===== config.mk =====
export PLATFORM = sky130hd
export DESIGN_NAME = vga_timing_gen
export DESIGN_NICKNAME = d
export VERILOG_FILES = /design/src/rtl/vga_pkg.sv /design/src/rtl/vga_wrap_counter.sv /design/src/rtl/vga_timing_gen.sv
export SDC_FILE = /design/constraint.sdc
export NUM_CORES = 1
export LEC_CHECK = 0
export CAP_MARGIN = 20
export CORE_ASPECT_RATIO = 1.75
export CORE_MARGIN = 2
export CORE_UTILIZATION = 40
export DETAILED_ROUTE_END_ITERATION = 16
export SLEW_MARGIN = 20
export SYNTH_ARGS = -nofsm -noshare
export SYNTH_HDL_FRONTEND = slang
export SYNTH_SLANG_ARGS = --single-unit

===== constraint.sdc =====
create_clock -name clk -period 2.3 [get_ports clk]
set_input_delay 0.23 -clock clk [delete_from_list [all_inputs] [get_ports clk]]
set_output_delay 0.23 -clock clk [all_outputs]
set_load 0.05 [all_outputs]

===== src/rtl/vga_pkg.sv =====
// Shared 640x480@60 timing constants and coordinate type for the VGA output path.
package vga_pkg;

    localparam int H_ACTIVE = 640;
    localparam int H_FP     = 16;
    localparam int H_SYNC   = 96;
    localparam int H_BP     = 48;
    localparam int V_ACTIVE = 480;
    localparam int V_FP     = 10;
    localparam int V_SYNC   = 2;
    localparam int V_BP     = 33;

    localparam int H_TOTAL  = H_ACTIVE + H_FP + H_SYNC + H_BP;  // 800
    localparam int V_TOTAL  = V_ACTIVE + V_FP + V_SYNC + V_BP;  // 525

    // Wide enough for H_TOTAL-1 and V_TOTAL-1.
    localparam int CW       = 10;

    typedef logic [CW-1:0] coord_t;

endpackage


===== src/rtl/vga_wrap_counter.sv =====
// Enable-gated counter that wraps from MAX to 0. It resets to MAX so the first
// enable lands on 0. The next value is exported so the parent can register
// decodes that line up with the new count.
module vga_wrap_counter
    import vga_pkg::*;
#(
    parameter int W   = CW,
    parameter int MAX = H_TOTAL - 1
) (
    input  logic         clk,
    input  logic         reset,
    input  logic         en,
    output logic [W-1:0] cnt_nxt,
    output logic         tc
);

    localparam logic [W-1:0] MAX_V = W'(MAX);

    logic [W-1:0] cnt;

    assign tc = (cnt == MAX_V);

    // Next count: hold when disabled, wrap at the terminal count, else increment.
    always_comb begin
        cnt_nxt = cnt;
        if (en) begin
            cnt_nxt = tc ? '0 : cnt + W'(1);
        end
    end

    // Count register, parked at MAX while in reset.
    always_ff @(posedge clk or negedge reset) begin
        if (!reset) begin
            cnt <= MAX_V;
        end else begin
            cnt <= cnt_nxt;
        end
    end

endmodule


===== src/rtl/vga_timing_gen.sv =====
// VGA pixel timing generator. It runs on the system clock and advances on pix_en.
// All outputs are registered from the next counter values, so sync, video_on and
// the strobes stay aligned with pix_x/pix_y.
module vga_timing_gen #(
    parameter int H_ACTIVE = vga_pkg::H_ACTIVE,
    parameter int H_FP     = vga_pkg::H_FP,
    parameter int H_SYNC   = vga_pkg::H_SYNC,
    parameter int H_BP     = vga_pkg::H_BP,
    parameter int V_ACTIVE = vga_pkg::V_ACTIVE,
    parameter int V_FP     = vga_pkg::V_FP,
    parameter int V_SYNC   = vga_pkg::V_SYNC,
    parameter int V_BP     = vga_pkg::V_BP,
    parameter bit SYNC_POL = 1'b0,
    parameter int CW       = vga_pkg::CW
) (
    input  logic          clk,
    input  logic          reset,
    input  logic          pix_en,
    output logic          h_sync,
    output logic          v_sync,
    output logic          video_on,
    output logic [CW-1:0] pix_x,
    output logic [CW-1:0] pix_y,
    output logic          line_start,
    output logic          frame_start
);

    localparam int H_TOTAL = H_ACTIVE + H_FP + H_SYNC + H_BP;
    localparam int V_TOTAL = V_ACTIVE + V_FP + V_SYNC + V_BP;

    localparam logic [CW-1:0] H_ACT_C = CW'(H_ACTIVE);
    localparam logic [CW-1:0] HS_BEG  = CW'(H_ACTIVE + H_FP);
    localparam logic [CW-1:0] HS_END  = CW'(H_ACTIVE + H_FP + H_SYNC - 1);
    localparam logic [CW-1:0] V_ACT_C = CW'(V_ACTIVE);
    localparam logic [CW-1:0] VS_BEG  = CW'(V_ACTIVE + V_FP);
    localparam logic [CW-1:0] VS_END  = CW'(V_ACTIVE + V_FP + V_SYNC - 1);

    logic [CW-1:0] h_nxt;
    logic [CW-1:0] v_nxt;
    logic          h_tc;
    logic          v_tc;
    logic          v_en;

    // The line counter steps only on the pixel that ends a line.
    assign v_en = pix_en & h_tc;

    vga_wrap_counter #(.W(CW), .MAX(H_TOTAL - 1)) u_h_cnt (
        .clk     (clk),
        .reset   (reset),
        .en      (pix_en),
        .cnt_nxt (h_nxt),
        .tc      (h_tc)
    );

    vga_wrap_counter #(.W(CW), .MAX(V_TOTAL - 1)) u_v_cnt (
        .clk     (clk),
        .reset   (reset),
        .en      (v_en),
        .cnt_nxt (v_nxt),
        .tc      (v_tc)
    );

    // Register the decoded timing from the next counts; strobes last one clk.
    always_ff @(posedge clk or negedge reset) begin
        if (!reset) begin
            h_sync      <= ~SYNC_POL;
            v_sync      <= ~SYNC_POL;
            video_on    <= 1'b0;
            pix_x       <= '0;
            pix_y       <= '0;
            line_start  <= 1'b0;
            frame_start <= 1'b0;
        end else begin
            line_start  <= 1'b0;
            frame_start <= 1'b0;
            if (pix_en) begin
                pix_x       <= h_nxt;
                pix_y       <= v_nxt;
                video_on    <= (h_nxt < H_ACT_C) && (v_nxt < V_ACT_C);
                h_sync      <= ((h_nxt >= HS_BEG) && (h_nxt <= HS_END)) ? SYNC_POL : ~SYNC_POL;
                v_sync      <= ((v_nxt >= VS_BEG) && (v_nxt <= VS_END)) ? SYNC_POL : ~SYNC_POL;
                line_start  <= (h_nxt == '0);
                frame_start <= (h_nxt == '0) && (v_nxt == '0);
            end
        end
    end

    // The v terminal count is implied by v_nxt wrapping; keep it for debug visibility.
    logic unused_v_tc;
    assign unused_v_tc = v_tc;

endmodule


# Yosys cells after proc, flatten, opt, wreduce, memory -nomap -nowiden
# Index checks and enable logic that the tools add are counted.
dict set report word_totals {
  ff_bits 45
  word_cells 34
  input_bits 3
  output_inout_bits 25
}
dict set report op_classes {
  addsub 2
  bitwise_logic 1
  mux 8
  magnitude_cmp 6
  n_eq_ne 2
  n_reduce_logical 6
}
# operator n
set ops {}
lappend ops {{$mux 10} 4}
lappend ops {{$add 10x1->10 const B} 2}
lappend ops {{$eq 10x10->1 const B} 2}
lappend ops {{$logic_not 10->1} 2}
lappend ops {{$ge 10x10->1 const B} 1}
lappend ops {{$ge 10x9->1 const B} 1}
lappend ops {{$le 10x10->1 const B} 1}
lappend ops {{$le 10x9->1 const B} 1}
lappend ops {{$lt 10x10->1 const B} 1}
lappend ops {{$lt 10x9->1 const B} 1}
lappend ops {{$logic_and 1x1->1} 4}
lappend ops {{$mux 1} 4}
lappend ops {{$and 1x1->1} 1}

# Depth between registers and ports, before layout
# Gate-level depths: netlist of run 1.
dict set report logic_depth {
  word_depth 6
  depth_mapped 9
  depth_no_buf 8
}

# By module
# Synthesis of run 1 repeated with hierarchy kept, for this count alone.
dict set report hier_totals {
  cells_unflattened 178
  hier_area_um2 2134.5
}
# mod seq_area_each_um2 instances cells_per_inst area_per_inst_um2
set modules_own_cells {}
lappend modules_own_cells {vga_timing_gen 628.1 1 74 1044.8}
lappend modules_own_cells {{vga_wrap_counter (u_h_cnt)} 259.0 1 52 549.3}
lappend modules_own_cells {{vga_wrap_counter (u_v_cnt)} 254.0 1 52 540.5}

# Least setup slack after synthesis of run 1
# No wires, ideal clock.
dict set report synth_path {
  kind {reg-to-reg}
  startpoint {reg u_h_cnt.cnt[0]}
  endpoint {reg video_on}
  required_time_ns 2.179
  n_path_buf 2
  arrival_ns 2.081
  setup_ns 0.121
  slack_ns 0.098
  path_stages_with_launch 10
  period_less_slack_ns 2.202
  path_cell_list {dfstp_2 -> ha_1 -> buf_2 -> and4_4 -> nand4_1 -> buf_4 -> nor3_1 -> a2bb2oi_2 -> a31oi_1 -> a22o_1}
}
dict set report synth_via {
  elab_chain_len 5
  word_cells_on_any_way 9
  classes_between {1 x add/sub; 2 x order compare; 1 x eq/ne; 3 x mux; 1 x bitwise; 1 x reduce/logical}
}
# element line
set synth_rtl {}
lappend synth_rtl {{start: declaration} vga_wrap_counter.sv:19} ;# logic [W-1:0] cnt;
lappend synth_rtl {{start signal: assignment} vga_wrap_counter.sv:36} ;# cnt <= cnt_nxt;
lappend synth_rtl {{$eq 10x10->1} vga_wrap_counter.sv:21} ;# assign tc = (cnt == MAX_V);
lappend synth_rtl {{$and 1x1->1} vga_timing_gen.sv:45} ;# assign v_en = pix_en & h_tc;
lappend synth_rtl {{$mux 10} vga_wrap_counter.sv:26} ;# if (en) begin
lappend synth_rtl {{net u_v_cnt.cnt_nxt[6]} vga_wrap_counter.sv:13} ;# output logic [W-1:0] cnt_nxt,
lappend synth_rtl {{$lt 10x9->1} vga_timing_gen.sv:79} ;# video_on <= (h_nxt < H_ACT_C) && (v_nxt < V_ACT_C);
lappend synth_rtl {{$logic_and 1x1->1} vga_timing_gen.sv:79}
lappend synth_rtl {{end signal: assignment} vga_timing_gen.sv:79}
lappend synth_rtl {{end: declaration} vga_timing_gen.sv:21} ;# output logic video_on,
# The timed path passes the listed nets, and every way through them passes these cells.
# A chain may end at the register's enable or synchronous reset.

# Final worst setup path of run 1
dict set report layout_path {
  startpoint {reg u_h_cnt.cnt[1]}
  endpoint {reg video_on}
}
# The elaborated chain is that of the path after synthesis.

==> summary.md, run 1 <==
| Metric | Value |
|---|---|
| Fraction of layout cells with a size suffix above 1 | 0.327 |
| Crit path buf inv count | 0 |
| Final hold violations | 0 |
| Post-synth top area share | 0.338 |
| VDD IR max | just over 500 µV |
| H-Tree Level Count | 2 |
| GR Util All Layers | 0.192 |
| Via density | approximately 5.3 |
| Commonest cells post-synth | 33 x dfrtp_1, 23 x nor2_1, 17 x nand2_1 |
| Fmax | about 440 MHz |
| Crit end category | flop |
| Reg-to-reg startpoint | u_h_cnt.cnt[1]$_DFF_PN1_ |
| Non-filler cells, final | about 370 |
| Area leader, netlist | dfrtp_1 |
| Chip width | roughly 63 µm |
| Critical path startpoint category | flop |
| Buffers on Ports | 27 |
| R2R Path End | video_on$_DFFE_PN0P_ |
| Internal reg-to-reg setup slack | 40 ps |
| Syn_area_per_cell | about 10 µm² |
| Flops & latches, synth | between 40 and 50 |
| Antenna-violating nets left | 0 |
| Drt total wl | 6250 µm |
| EDFF count, synth | 0 |
| Critical Path Stages | 7 |
| YS warnings | 0 |
| I/O Pins | 28 |
| CP endpoint | video_on$_DFFE_PN0P_ |
| Gpl congestion | 0.922 |
| Cell at the slowest stage of the critical path | or4_4 |
| Final setup margin | 44.9 ps |
| Launch point of the worst path | u_h_cnt.cnt[1]$_DFF_PN1_ |
| Reg2reg path depth | 7 |
| Worst Path Required | about 2500 ps |
| CTS tree | done |
| Vias in the first global route | 2085 |
| Max-cap violations | 0 |
| Crit Path Max Fanout | 6 |
| Crit path DAT | about 2500 ps |
| Slowest stage delay, CP | 610 ps |
| Pwr dens | approximately 760 nW/µm² |
| Height of the chip | ~110 µm |
| Area contributors post-synth | dfrtp_1 34%, dfstp_2 13%, xnor2_1 3.9%, nor2_1 3.5%, mux2_2 3.2% |
| Total negative setup slack | 0 ps |
| Worst slew margin | 0.608 |
| Yosys cell types | 67 |
| Worst-Margin Slew | between 500 and 600 ps |
| Post-synthesis net count | 245 |
| Reg clk slew, reported paths | 80 ps |
| Tcrit/Tclk final | 0.980 |
| Ys async rst share | 1.00 |
| Largest net degree at the start of global routing | 46 |
| Final Critical Period | 2260 ps |
| Core Area | roughly 5900 µm² |
| TritonCTS Buffers | 5 |
| Pins Over Slew Limit | 0 |
| DR pass1 iterations | 4 |
| Cell area after synthesis | between 2000 and 2500 µm² |
| Clock buffer depth | 2 |
| Status | finished clean |
| Worst Hold Class | input pin to async pin |
| WL/cell | 16.8 µm |
| Post-synth top flop | dfrtp_1 |
| Cell Rows | 37 |
| Footprint of the multi-input gates | ~1200 µm² |
| First-pass GRT wire length | roughly 10000 µm |
| 1st-iter DRT viols | 118 |
| DPL Wire Length | 4680 µm |
| Nets | ~300 |
| Setup violators final | 0 |
| Initial antenna violation count | 0 |
| FILL cells | 564 |
| Crit Path Class | flop to flop |
| Area of the die | between 6000 and 7000 µm² |
| Placed insts | 360 |
| GRT overflow | 0 |
| Dpl ws | -67.5 ps |
| Total vias in the final route | around 2000 |
| Ant diodes | 0 |
| Synth Instances | approximately 240 |
| Critical Path, Cell by Cell | ha_4 -> and4_4 -> nand4_1 -> or4_4 -> o21ai_4 -> a21oi_1 -> a22o_1 |
| Largest delay contributor family on the critical path | simple AND/OR/NAND/NOR gates |
| Standby leakage power | 0.00136 µW |
| Area growth from synthesis to layout | 30.4% |
| Root buffer cell | clkbuf_8 |
| Seq. cell area | around 1100 µm² |
| Initial Util | 0.416 |
| Seq/Total Area, Yosys | 0.467 |
| Cts hold-fix bufs | 0 |
| DR DRC count | 0 |
| Clock Skews | 10.9 ps |
| Count leader, synth | dfrtp_1 |
| CTS sink cnt | 45 |
| Clk_lat worst skew | between 300 and 400 ps |
-- how the worst min path moves through the flow --
stage	endpoint	cells past startpoint
detailed placement	pix_x[4]$_DFFE_PN0P_	2
global route	pix_x[2]$_DFFE_PN0P_	2
CTS	pix_x[7]$_DFFE_PN0P_	2
finish	pix_x[4]$_DFFE_PN0P_	2
floorplan	frame_start$_DFF_PN0_	0
global placement	pix_x[2]$_DFFE_PN0P_	2
-- area by class of cell --
cell class | count | area share
Tap cell | 78 | 0.0306
Timing Repair Buffer | 62 | 0.168
Sequential cell | 45 | 0.358
Clock inverter | 1 | 0.00942
Inverter | 14 | 0.0165
Multi-Input combinational cell | 165 | 0.390
Clock buffer | 7 | 0.0271
-- power breakdown --
group / switching, µW / internal (µW)
registers: 123 / 917
logic: 448 / 310
clock network: 266 / 354
total: 837 / 1580
-- state kept, by name, indices dropped and copies added (netlist names) --
name	flops
pix_x	10
pix_y	10
u_h_cnt.cnt	10
u_v_cnt.cnt	10
frame_start	1
h_sync	1
line_start	1
v_sync	1
video_on	1
-- per-layer routing --
layer / routed length [µm] / global-route usage / up-vias
met3: 140 / 0.0345 / 21
met2: 3620 / 0.359 / 42
met5: 0 / 0 / -
li1: - / - / 955
met1: 2200 / 0.190 / 971
met4: 295 / 0.125 / 0
-- kinds of logic after synthesis --
family / Yosys count / share of synthesized area
flops: 45 / 0.467
simple gates: 89 / 0.210
mux: 8 / 0.0364
xor+xnor: 13 / 0.0497
buf+inv: 29 / 0.0589
compound gates: 52 / 0.163
fa+ha+maj: 3 / 0.0154
-- placed cells by master (no fill, tap or decap), types with 3 or more instances in the layout --
cell and n:
a21oi_1 7, and3_1 5, buf_4 33, clkbuf_8 6, clkdlybuf4s50_1 26, dfrtp_1 33, dfstp_2 12, inv_1 14
mux2_2 7, nand2_1 16, nand3_1 9, nand4_1 3, nor2_1 22, nor3_1 6, o21ai_0 10, o2bb2ai_1 3
or3_1 3, xnor2_1 10
-- repair_timing --
item | in CTS | in global routing
gates resized for setup | 4 | 18
endpoints found under the setup margin | 5 | 7
pin swaps | 0 | 7
buffers inserted | 0 | 4
-- metrics by stage --
step	instance area (µm²)	hold slack, ps	total power (µW)	utilization
detailed placement	2950	353	1770	0.501
CTS	3080	24.8	2400	0.523
floorplan	2440	-65.6	1510	-
global placement	2950	351	1770	0.501
finish	3190	8.17	2420	0.542
global route	3190	54.3	2540	0.542
(Power assumes the default switching activity.)
==> run 2, diff against run 1 <==
CORE_MARGIN = 5   (was 2)
==> summary.md, run 2 (synthesis gave the netlist of run 1 again) <==
| Metric | Value |
|---|---|
| Ant diodes | 0 (unchanged) |
| Critical Path, Cell by Cell | ha_2 -> and4_4 -> and4_1 -> buf_4 -> a31oi_2 -> nand2_1 -> and4b_1 -> and4_1 (was ha_4 -> and4_4 -> nand4_1 -> or4_4 -> o21ai_4 -> a21oi_1 -> a22o_1) |
| Cell at the slowest stage of the critical path | dfstp_2 (was or4_4) |
| Area growth from synthesis to layout | 25.7% (was 30.4%) |
| Nets | 293 (was 299) |
| Most frequent cells in the layout | 33 x dfrtp_1, 29 x buf_4, 26 x clkdlybuf4s50_1 (was 33 x dfrtp_1, 33 x buf_4, 26 x clkdlybuf4s50_1) |
| Clock Skews | 12.4 ps (was 10.9 ps) |
| GRT overflow | 0 (unchanged) |
| Tcrit/Tclk final | 0.949 (was 0.980) |
| FILL cells | 578 (was 564) |
| GR Util All Layers | 0.155 (was 0.192) |
| Height of the chip | 113 µm (was 107 µm) |
| Pins Over Slew Limit | 0 (unchanged) |
| DR pass1 iterations | 4 (unchanged) |
| Antenna-violating nets left | 0 (unchanged) |
| Worst Hold Class | input pin to async pin (unchanged) |
| Via density | 5.40 (was 5.35) |
| Clk_lat worst skew | 290 ps (was 310 ps) |
| I/O Pins | 28 (unchanged) |
| Total vias in the final route | 1977 (was 1989) |
| First-pass GRT wire length | 9700 µm (was 9930 µm) |
| Non-filler cells, final | 366 (was 372) |
| CTS sink cnt | 45 (unchanged) |
| Final Critical Period | 2180 ps (was 2260 ps) |
| Crit Path Class | flop to flop (unchanged) |
| Chip width | 69.1 µm (was 63.1 µm) |
| Clock buffer depth | 2 (unchanged) |
| Pwr dens | 787 nW/µm² (was 759 nW/µm²) |
| Vias in the first global route | 2078 (was 2085) |
| Status | finished clean (unchanged) |
| Most common cell after layout, fill and taps aside | dfrtp_1 |
| Fmax | 458 MHz (was 443 MHz) |
| Crit end category | flop (unchanged) |
| Met2 Routed Length | 3400 µm (was 3620 µm) |
| Core Area | 5930 µm² (was 5880 µm²) |
| DPL Wire Length | 4570 µm (was 4680 µm) |
| Post-layout utilization of the core | 0.518 (was 0.542) |
| Cts hold-fix bufs | 0 (unchanged) |
| Internal reg-to-reg setup slack | 120 ps (was 40 ps) |
| H-Tree Level Count | 2 (unchanged) |
| M1 WL | 2220 µm (was 2200 µm) |
| Drt total wl | 5980 µm (was 6250 µm) |
| Area of the die | 7830 µm² (was 6780 µm²) |
| Buffers on Ports | 27 (unchanged) |
| Met3 WL post-DR | 143 µm (was 140 µm) |
| Worst Path Required | 2480 ps (was 2500 ps) |
| Initial Util | 0.412 (was 0.416) |
| WL/cell | 16.3 µm (was 16.8 µm) |
| Reg clk slew, reported paths | 80 ps (about the same) |
| CTS tree | done (unchanged) |
| Fraction of layout cells with a size suffix above 1 | 0.288 (was 0.327) |
| Cell Rows | 37 (unchanged) |
| Final instance area | 3070 µm² (was 3190 µm²) |
| Placed insts | 358 (was 360) |
| Initial antenna violation count | 0 (unchanged) |
| Worst-Margin Slew | 564 ps (was 587 ps) |
| Setup violators final | 0 (unchanged) |
| Max-cap violations | 0 (unchanged) |
| Crit-path most repeated cell | and4_1 |
| Largest net degree at the start of global routing | 46 (unchanged) |
| Fin Hold WS | 16.7 ps (was 8.17 ps) |
| DR DRC count | 0 (unchanged) |
| Crit Path Max Fanout | 8 (was 6) |
| Reg2reg path depth | 8 (was 7) |
| 1st-iter DRT viols | 117 (was 118) |
| Critical path startpoint category | flop (unchanged) |
| Gpl congestion | 0.888 (was 0.922) |
| Reg-to-reg startpoint | u_h_cnt.cnt[0]$_DFF_PN1_ (was u_h_cnt.cnt[1]$_DFF_PN1_) |
| Placed cell areas | 2930 µm² (was 2950 µm²) |
| Slowest stage delay, CP | 550 ps (was 610 ps) |
| VDD IR max | 405 µV (was 518 µV) |
| Top sig layer | met4 (unchanged) |
| TritonCTS Buffers | 5 (unchanged) |
| Root buffer cell | clkbuf_8 (unchanged) |
| Final hold violations | 0 (unchanged) |
| Worst slew margin | 0.624 (was 0.608) |
| Crit path DAT | 2370 ps (was 2450 ps) |
| Standby leakage power | 0.00130 µW (was 0.00136 µW) |
| R2R Path End | frame_start$_DFF_PN0_ (was video_on$_DFFE_PN0P_) |
## run 2: cell types whose count changed in the layout (fill, tap and decap cells not counted), sizes merged
| cell | previous run | this run |
|---|---|---|
| buf | 36 | 30 |
## run 2: cell type report
cell class                 instances  area [µm²]  share of cell area
clock buffer                       7        86.3              0.0281
clock inverter                     1        30.0             0.00978
inverter                          14        52.6              0.0171
multi-input combinational        165        1180               0.384
sequential                        45        1140               0.372
tap                               78        97.6              0.0318
timing repair buffer              56         483               0.157
## run 2: worst max path at each step
stage | from | end | slack, ps | cells after the start
2_1_floorplan | u_h_cnt.cnt[0]$_DFF_PN1_ | video_on$_DFFE_PN0P_ | 100 | 9
3_3_place_gp | pix_en | h_sync$_DFFE_PN1P_ | 3 | 7
3_5_place_dp | pix_en | h_sync$_DFFE_PN1P_ | 30 | 7
4_1_cts | u_h_cnt.cnt[0]$_DFF_PN1_ | frame_start$_DFF_PN0_ | 60 | 8
5_1_grt | u_h_cnt.cnt[0]$_DFF_PN1_ | frame_start$_DFF_PN0_ | -30 | 7
6_report | u_h_cnt.cnt[0]$_DFF_PN1_ | frame_start$_DFF_PN0_ | 120 | 8
## run 2: through the flow
stage               TNS (ps)  total power, µW  worst slack (ps)
finish                     0             2420               117
global route           -25.8             2550             -25.8
CTS                        0             2440              63.6
detailed placement         0             1810              28.4
global placement           0             1800              2.81
floorplan                  0             1510              98.3
## run 2: routing by layer
metal,GRT usage,vias up
li1,-,945
met1,0.157,971
met3,0.0203,16
met5,0,-
met4,0.0847,0
met2,0.301,45
## run 2: report_power, final
part	internal, µW	switching (µW)
Clock	354	257
Sequential	917	112
Combinational	320	456
## run 2: timing repair
| item | in CTS | in global routing |
|---|---|---|
| setup buffers | 0 | 0 |
| endpoints found under the setup margin | 1 | 5 |
| gates resized for setup | 1 | 6 |
| pin swaps | 0 | 3 |
## run 2: worst max-delay path, delay by kind of cell (launching register included)
kind / cells / cell delay [ps]
AND/OR/NAND/NOR: 5 / 1000
flip-flops: 1 / 550
adder cells (fa/ha/maj): 1 / 200
buffers and inverters: 1 / 190
AO/OA/AOI/OAI: 1 / 130
==> run 3, diff against run 2 <==
SKIP_CTS_REPAIR_TIMING = 1   (was unset)
==> results of run 3 <==
Same layout as run 2: the final DEF is identical, and so are final timing and power.
